File: src/rtl/sdio_dat_pkg.sv
// Shared types and constants for the SDIO DAT receive path.
package sdio_dat_pkg;

  typedef enum logic [2:0] {
    ST_IDLE,
    ST_WAIT_START,
    ST_DATA,
    ST_CRC,
    ST_END
  } rx_state_t;

  localparam logic [1:0] PH_IDLE  = 2'b00;
  localparam logic [1:0] PH_START = 2'b01;
  localparam logic [1:0] PH_DATA  = 2'b10;
  localparam logic [1:0] PH_CRC   = 2'b11;

  localparam int unsigned MAX_BLK_LEN = 2048;

  // Phase code presented to the line shifters while in a given state.
  function automatic logic [1:0] state_phase(input rx_state_t s);
    case (s)
      ST_DATA: return PH_DATA;
      ST_CRC:  return PH_CRC;
      default: return PH_IDLE;
    endcase
  endfunction

endpackage

File: src/rtl/sdio_dat_rx_pack.sv
// Byte assembler for received DAT samples: shift register, write strobe and
// sticky FIFO overflow flag.
module sdio_dat_rx_pack
  import sdio_dat_pkg::*;
(
  input  logic       clk,
  input  logic       rst,
  input  rx_state_t  state,
  input  logic       abort,
  input  logic       width4,
  input  logic       ovf_clr,
  input  logic [3:0] dat_in,
  input  logic       fifo_full,
  output logic [7:0] wr_data,
  output logic       wr_en,
  output logic       overflow
);

  logic       sample_c;
  logic       byte_done_c;
  logic [2:0] cnt;
  logic [7:0] sr;
  logic [7:0] sr_nxt_c;

  assign sample_c    = (state == ST_DATA) && !abort;
  assign byte_done_c = width4 ? cnt[0] : (cnt == 3'd7);
  assign sr_nxt_c    = width4 ? {sr[3:0], dat_in} : {sr[6:0], dat_in[0]};

  // Partial bytes are discarded whenever sampling stops (abort or leaving DATA).
  always_ff @(posedge clk or posedge rst) begin
    if (rst) begin
      cnt      <= '0;
      sr       <= '0;
      wr_data  <= '0;
      wr_en    <= 1'b0;
      overflow <= 1'b0;
    end else begin
      wr_en <= 1'b0;
      if (ovf_clr) overflow <= 1'b0;
      if (!sample_c) begin
        cnt <= '0;
      end else begin
        sr  <= sr_nxt_c;
        cnt <= byte_done_c ? 3'd0 : cnt + 3'd1;
        if (byte_done_c) begin
          if (fifo_full) begin
            overflow <= 1'b1;
          end else begin
            wr_en   <= 1'b1;
            wr_data <= sr_nxt_c;
          end
        end
      end
    end
  end

endmodule

File: src/rtl/sdio_dat_rx_ctrl.sv
// SDIO client DAT receive sequencer (host-to-card block data).
// Optional start-bit timeout in WAIT_START: define NAC_TIMEOUT_EN.
module sdio_dat_rx_ctrl
  import sdio_dat_pkg::*;
#(
  parameter int unsigned BLK_LEN_W = 12,
  parameter int unsigned NAC_MAX   = 1023
) (
  input  logic                 clk,
  input  logic                 rst,
  input  logic                 rx_start,
  input  logic                 rx_abort,
  input  logic                 bus_width_4,
  input  logic [BLK_LEN_W-1:0] blk_len,
  input  logic [3:0]           dat_in,
  input  logic [3:0]           line_crc_err,
  input  logic                 fifo_full,
  output logic [1:0]           dat_phase,
  output logic                 crc_rst,
  output logic                 crc_check_en,
  output logic [7:0]           wr_data,
  output logic                 wr_en,
  output logic                 blk_done,
  output logic                 crc_ok,
  output logic                 end_err,
  output logic                 overflow,
  output logic                 busy
);

  localparam int unsigned CNT_W = BLK_LEN_W + 3;

  rx_state_t            state, state_nxt;
  logic [CNT_W-1:0]     bit_cnt, bit_cnt_nxt;
  logic                 width4_q, width4_nxt;
  logic [BLK_LEN_W-1:0] blk_len_q, blk_len_nxt;
  logic [1:0]           dat_phase_nxt;
  logic                 crc_rst_nxt, crc_check_en_nxt, blk_done_nxt;
  logic                 crc_ok_nxt, end_err_nxt, busy_nxt;
  logic                 len_ok_c, start_bit_c, timeout_c;
  logic [3:0]           active_mask_c;
  logic [CNT_W-1:0]     data_load_c;

  assign len_ok_c      = (blk_len != '0) && (32'(blk_len) <= MAX_BLK_LEN);
  assign start_bit_c   = width4_q ? (dat_in == 4'h0) : !dat_in[0];
  assign active_mask_c = width4_q ? 4'hF : 4'h1;
  assign data_load_c   = width4_q ? ({2'b00, blk_len_q, 1'b0} - CNT_W'(1))
                                  : ({blk_len_q, 3'b000} - CNT_W'(1));

`ifdef NAC_TIMEOUT_EN
  localparam int unsigned NAC_W = $clog2(NAC_MAX + 1);
  logic [NAC_W-1:0] nac_cnt;

  always_ff @(posedge clk or posedge rst) begin
    if (rst)                         nac_cnt <= '0;
    else if (state == ST_WAIT_START) nac_cnt <= nac_cnt + NAC_W'(1);
    else                             nac_cnt <= '0;
  end

  assign timeout_c = (state == ST_WAIT_START) && (nac_cnt == NAC_W'(NAC_MAX - 1));
`else
  // No timeout hardware; NAC_MAX only matters when the timeout is built.
  assign timeout_c = 1'b0 & (NAC_MAX == 0);
`endif

  // State and registered outputs.
  always_ff @(posedge clk or posedge rst) begin
    if (rst) begin
      state        <= ST_IDLE;
      bit_cnt      <= '0;
      width4_q     <= 1'b0;
      blk_len_q    <= '0;
      dat_phase    <= PH_IDLE;
      crc_rst      <= 1'b0;
      crc_check_en <= 1'b0;
      blk_done     <= 1'b0;
      crc_ok       <= 1'b0;
      end_err      <= 1'b0;
      busy         <= 1'b0;
    end else begin
      state        <= state_nxt;
      bit_cnt      <= bit_cnt_nxt;
      width4_q     <= width4_nxt;
      blk_len_q    <= blk_len_nxt;
      dat_phase    <= dat_phase_nxt;
      crc_rst      <= crc_rst_nxt;
      crc_check_en <= crc_check_en_nxt;
      blk_done     <= blk_done_nxt;
      crc_ok       <= crc_ok_nxt;
      end_err      <= end_err_nxt;
      busy         <= busy_nxt;
    end
  end

  // Next-state and next-output logic; outputs are registered from state_nxt.
  always_comb begin
    state_nxt    = state;
    bit_cnt_nxt  = bit_cnt;
    width4_nxt   = width4_q;
    blk_len_nxt  = blk_len_q;
    crc_rst_nxt  = 1'b0;
    blk_done_nxt = 1'b0;
    crc_ok_nxt   = 1'b0;
    end_err_nxt  = 1'b0;

    case (state)
      ST_IDLE: begin
        if (rx_start && len_ok_c) begin
          state_nxt   = ST_WAIT_START;
          width4_nxt  = bus_width_4;
          blk_len_nxt = blk_len;
          crc_rst_nxt = 1'b1;
        end
      end
      ST_WAIT_START: begin
        if (start_bit_c) begin
          state_nxt   = ST_DATA;
          bit_cnt_nxt = data_load_c;
        end else if (timeout_c) begin
          state_nxt    = ST_IDLE;
          blk_done_nxt = 1'b1;
          end_err_nxt  = 1'b1;
        end
      end
      ST_DATA: begin
        bit_cnt_nxt = bit_cnt - CNT_W'(1);
        if (bit_cnt == '0) begin
          state_nxt   = ST_CRC;
          bit_cnt_nxt = CNT_W'(15);
        end
      end
      ST_CRC: begin
        bit_cnt_nxt = bit_cnt - CNT_W'(1);
        if (bit_cnt == '0) state_nxt = ST_END;
      end
      ST_END: begin
        state_nxt    = ST_IDLE;
        blk_done_nxt = 1'b1;
        end_err_nxt  = |(~dat_in & active_mask_c);
        crc_ok_nxt   = ~|(line_crc_err & active_mask_c);
      end
      default: state_nxt = ST_IDLE;
    endcase

    if (rx_abort) begin
      state_nxt    = ST_IDLE;
      crc_rst_nxt  = 1'b0;
      blk_done_nxt = 1'b0;
      crc_ok_nxt   = 1'b0;
      end_err_nxt  = 1'b0;
    end

    dat_phase_nxt    = state_phase(state_nxt);
    busy_nxt         = (state_nxt != ST_IDLE);
    crc_check_en_nxt = busy_nxt;
  end

  sdio_dat_rx_pack u_pack (
    .clk       (clk),
    .rst       (rst),
    .state     (state),
    .abort     (rx_abort),
    .width4    (width4_q),
    .ovf_clr   (crc_rst_nxt),
    .dat_in    (dat_in),
    .fifo_full (fifo_full),
    .wr_data   (wr_data),
    .wr_en     (wr_en),
    .overflow  (overflow)
  );

endmodule

File: config.mk
export PLATFORM = sky130hd
export DESIGN_NAME = sdio_dat_rx_ctrl
export DESIGN_NICKNAME = d
export VERILOG_FILES = /design/src/rtl/sdio_dat_pkg.sv /design/src/rtl/sdio_dat_rx_pack.sv /design/src/rtl/sdio_dat_rx_ctrl.sv
export SDC_FILE = /design/constraint.sdc
export NUM_CORES = 1
export LEC_CHECK = 0
export ABC_AREA = 1
export CELL_PAD_IN_SITES_DETAIL_PLACEMENT = 0
export CELL_PAD_IN_SITES_GLOBAL_PLACEMENT = 1
export CORE_MARGIN = 4
export CORE_UTILIZATION = 40
export CTS_CLUSTER_DIAMETER = 200
export DETAILED_ROUTE_END_ITERATION = 10
export GPL_TIMING_DRIVEN = 0
export PLACE_DENSITY = 0.87
export SLEW_MARGIN = 30
export SYNTH_ARGS = -nofsm -noshare
export SYNTH_HDL_FRONTEND = slang
export SYNTH_HIERARCHICAL = 1
export SYNTH_SLANG_ARGS = --single-unit
export TNS_END_PERCENT = 10
File: constraint.sdc
create_clock -name clk -period 1.8 [get_ports clk]
set_input_delay 0.36 -clock clk [delete_from_list [all_inputs] [get_ports clk]]
set_output_delay 0.36 -clock clk [all_outputs]
set_load 0.01 [all_outputs]
==> metrics.md <==
| Metric | Value |
|---|---|
| Core Area | about 8700 sq um |
| Via/cell ratio | just under 5 |
| DR iter-0 viols | between 150 and 200 |
| Htree depth | 3 |
| Area of the multi-input gates | between 1500 and 2000 sq um |
| Crit. End Element | output port |
| Layout cells sized above 1 | roughly an eighth |
| Unique cell type count in the Yosys netlist | 32 |
| Finished Layout Cells | between 600 and 700 |
| Synthesized area per cell | a little over 7 sq um |
| CTS buffer count | 9 |
| Reported max-cap violation count | 0 |
| Antenna Violating Nets Remaining | 0 |
| Setup violators final | 0 |
| Asr flop ratio synth | 100.0% |
| Ant diodes | 0 |
| WP data required | roughly 1400 ps |
| Max Clock Skew | 13.55 ps |
| Initial antenna violation count | 0 |
| Nets | 587 |
| GR Overflow Total | 0 |
| Placer Congestion | about 0.91 |
| Area after DPL | 4145 sq um |
| Pwr Density | between 1000 and 1500 nW/um^2 |
| GRT Resource Usage Total | between 10% and 20% |
| Cell count after placement | 653 |
| Run status | finished, final reports clean |
| Via Count | about 3300 |
| Static leakage | 2.181 nW |
| 1st-pass router iterations | 4 |
| Worst Max-Slew Pin Slew | roughly 780 ps |
| Die Area | between 10000 and 15000 sq um |
| FF/Latch Area | approximately 1500 sq um |
| Register area share after synthesis | 40.86% |
| Fmax achieved | between 600 and 700 MHz |
| Initial Utilization | 40.93% |
| Die Wd | approximately 100 um |
| First-pass GRT wire length | approximately 15000 um |
| Num rows | 34 |
| Top_reg_cell synth | dfrtp_1 |
| Hold Path Class | primary input to async pin |
| Area growth syn-to-layout | 21.98% |
| Mapped cell area | roughly 3600 sq um |
| Chip height | 102.2 um |
| Hold-fix buffer count after cts | 0 |
| Syn Inst Count | 501 |
| Worst-skew pair later-pin latency | 340 ps |
| Startpoint types | flop |
| Pin count of the biggest net entering global routing | 24 |
| Crit path kind | flop to output port |
| Ys Warns | 6 |
| Post-CTS Setup Bufs | 0 |
| DR WL/cell | ~13 um |
| Clk buf depth | 2 |
| Fill cell count | about 900 |
| Most frequent cells in the layout | nand2_1, dfrtp_1, nor2_1 |
| PortBufs | between 40 and 50 |
| Max VDD drop | 0.4516 mV |
| CP arrival | ~1300 ps |
| RSZ-0062 raised after global routing | no |
| Seq cells post-synth | 58 |
| Fin area | 4333 sq um |
| Max Slew Vio Count | 0 |
| DP HPWL | about 7000 um |
| DRC viols | 0 |
| Clock Sinks | just under 60 |
| Syn_nets | about 530 |
| CTS tree | yes |
| Clock-pin slew on the worst setup and hold paths | 80 ps |
| I/O Pins | between 40 and 50 |
| Post-cts resize count | 0 |
| Hold violation total from the final report | 0 |
| Fin crit share | 92.26% |
| WL final | roughly 9000 um |
| Root Driver | clkbuf_8 |
| Most common cell after layout, fill and taps aside | nand2_1 |
| CP max FO | 2 |
| Slew headroom | 47.82% |
| Crit path time final | 1661 ps |
| Vias in the first global route | ~3100 |
| EDFF count, synth | 0 |
cells by family (layout without fill, tap and decap cells):
group | Yosys count | after routing | share of synthesized area (%)
flops | 58 | 58 | 40.86
buf+inv | 66 | 126 | 7.714
fa+ha+maj | 5 | 5 | 1.761
xor+xnor | 6 | 6 | 1.480
compound gates | 37 | 37 | 5.883
simple gates | 329 | 329 | 42.30
power by group:
part	leakage [nW]	internal (mW)	switching, mW
Combinational	1.34	0.626	1.06
Clock	0.0847	0.536	0.572
Sequential	0.755	1.60	0.345
flip-flops by register name (all words and copies together) (netlist names):
name,flops
crc_ok,1
end_err,1
u_pack/wr_en,1
blk_len_q,12
u_pack/cnt,3
u_pack/wr_data,8
bit_cnt,15
blk_done,1
crc_rst,1
width4_q,1
u_pack/sr,7
u_pack/overflow,1
busy,1
dat_phase,2
state,3
synthesized netlist by cell type, types with 2 or more instances:
| cell type | instances | area share [%] |
|---|---|---|
| xnor2_1 | 3 | 0.74 |
| a21oi_2 | 2 | 0.49 |
| inv_1 | 46 | 4.9 |
| ha_1 | 5 | 1.8 |
| dfrtp_1 | 58 | 41 |
| nor2_8 | 2 | 1.1 |
| a21oi_1 | 3 | 0.42 |
| nand2_2 | 5 | 0.88 |
| buf_2 | 6 | 0.85 |
| nand3_1 | 49 | 6.9 |
| clkinv_1 | 2 | 0.21 |
| nor2_4 | 4 | 1.3 |
| buf_6 | 2 | 0.63 |
| nor2_2 | 4 | 0.70 |
| nor2_1 | 53 | 5.6 |
| o21ai_1 | 16 | 2.3 |
| o211ai_1 | 4 | 0.85 |
| inv_2 | 8 | 0.85 |
| nand2_1 | 187 | 20 |
| nand3_2 | 2 | 0.56 |
| nand2_4 | 3 | 0.95 |
| o21ai_0 | 10 | 1.4 |
| nor3_1 | 6 | 0.85 |
| xor2_1 | 3 | 0.74 |
| nand4_1 | 10 | 1.8 |
| nand3_4 | 2 | 0.99 |
stage by stage:
stage,hold slack (ps),power (mW),TNS [ps],util [%],worst slack [ps]
after floorplan,323.8,3.156,0,-,328.3
after global placement,454.9,3.574,-16010,47.45,-385.9
after detailed placement,459.6,3.623,-1741,47.77,-183.8
after CTS,362.0,4.736,0,49.83,17.82
after global routing,373.6,5.090,0,49.93,0.3373
final,348.6,4.740,0,49.93,139.4
worst paths after layout:
path,slack [ps],cells past startpoint,start,endpoint
worst max-delay path,140,2,busy,crc_check_en
worst min-delay path,350,2,rst,state[0]
worst max register to register,150,10,state[1],u_pack/overflow
worst min register to register,470,2,u_pack/wr_data[1],u_pack/wr_data[1]
max in group asynchronous,790,2,rst,u_pack/cnt[0]
min in group clk,470,2,u_pack/wr_data[1],u_pack/wr_data[1]
metal layers:
| metal | up-vias | wire, um | GRT usage, % |
|---|---|---|---|
| met4 | 0 | 76 | 4.541 |
| met1 | 1515 | 4360 | 26.06 |
| met2 | 58 | 4156 | 27.69 |
| met3 | 7 | 359 | 3.618 |
| met5 | - | 0 | 0 |
| li1 | 1701 | - | - |
worst max-delay path, stage by stage, from the launching register on:
cell and delay [ps]:
dfrtp_1 380, buf_4 130, clkdlybuf4s50_1 460
final cells by class:
type	instances	share of cell area, %
plain buffers	10	1.473
clock buffers	10	3.176
clock inverters	6	0.9529
inverters	56	4.851
multi-input cells	377	42.33
flip-flops and latches	58	33.53
well taps	108	3.119
repair buffers	44	10.57
No activity file was read; power rests on OpenSTA's default activity.
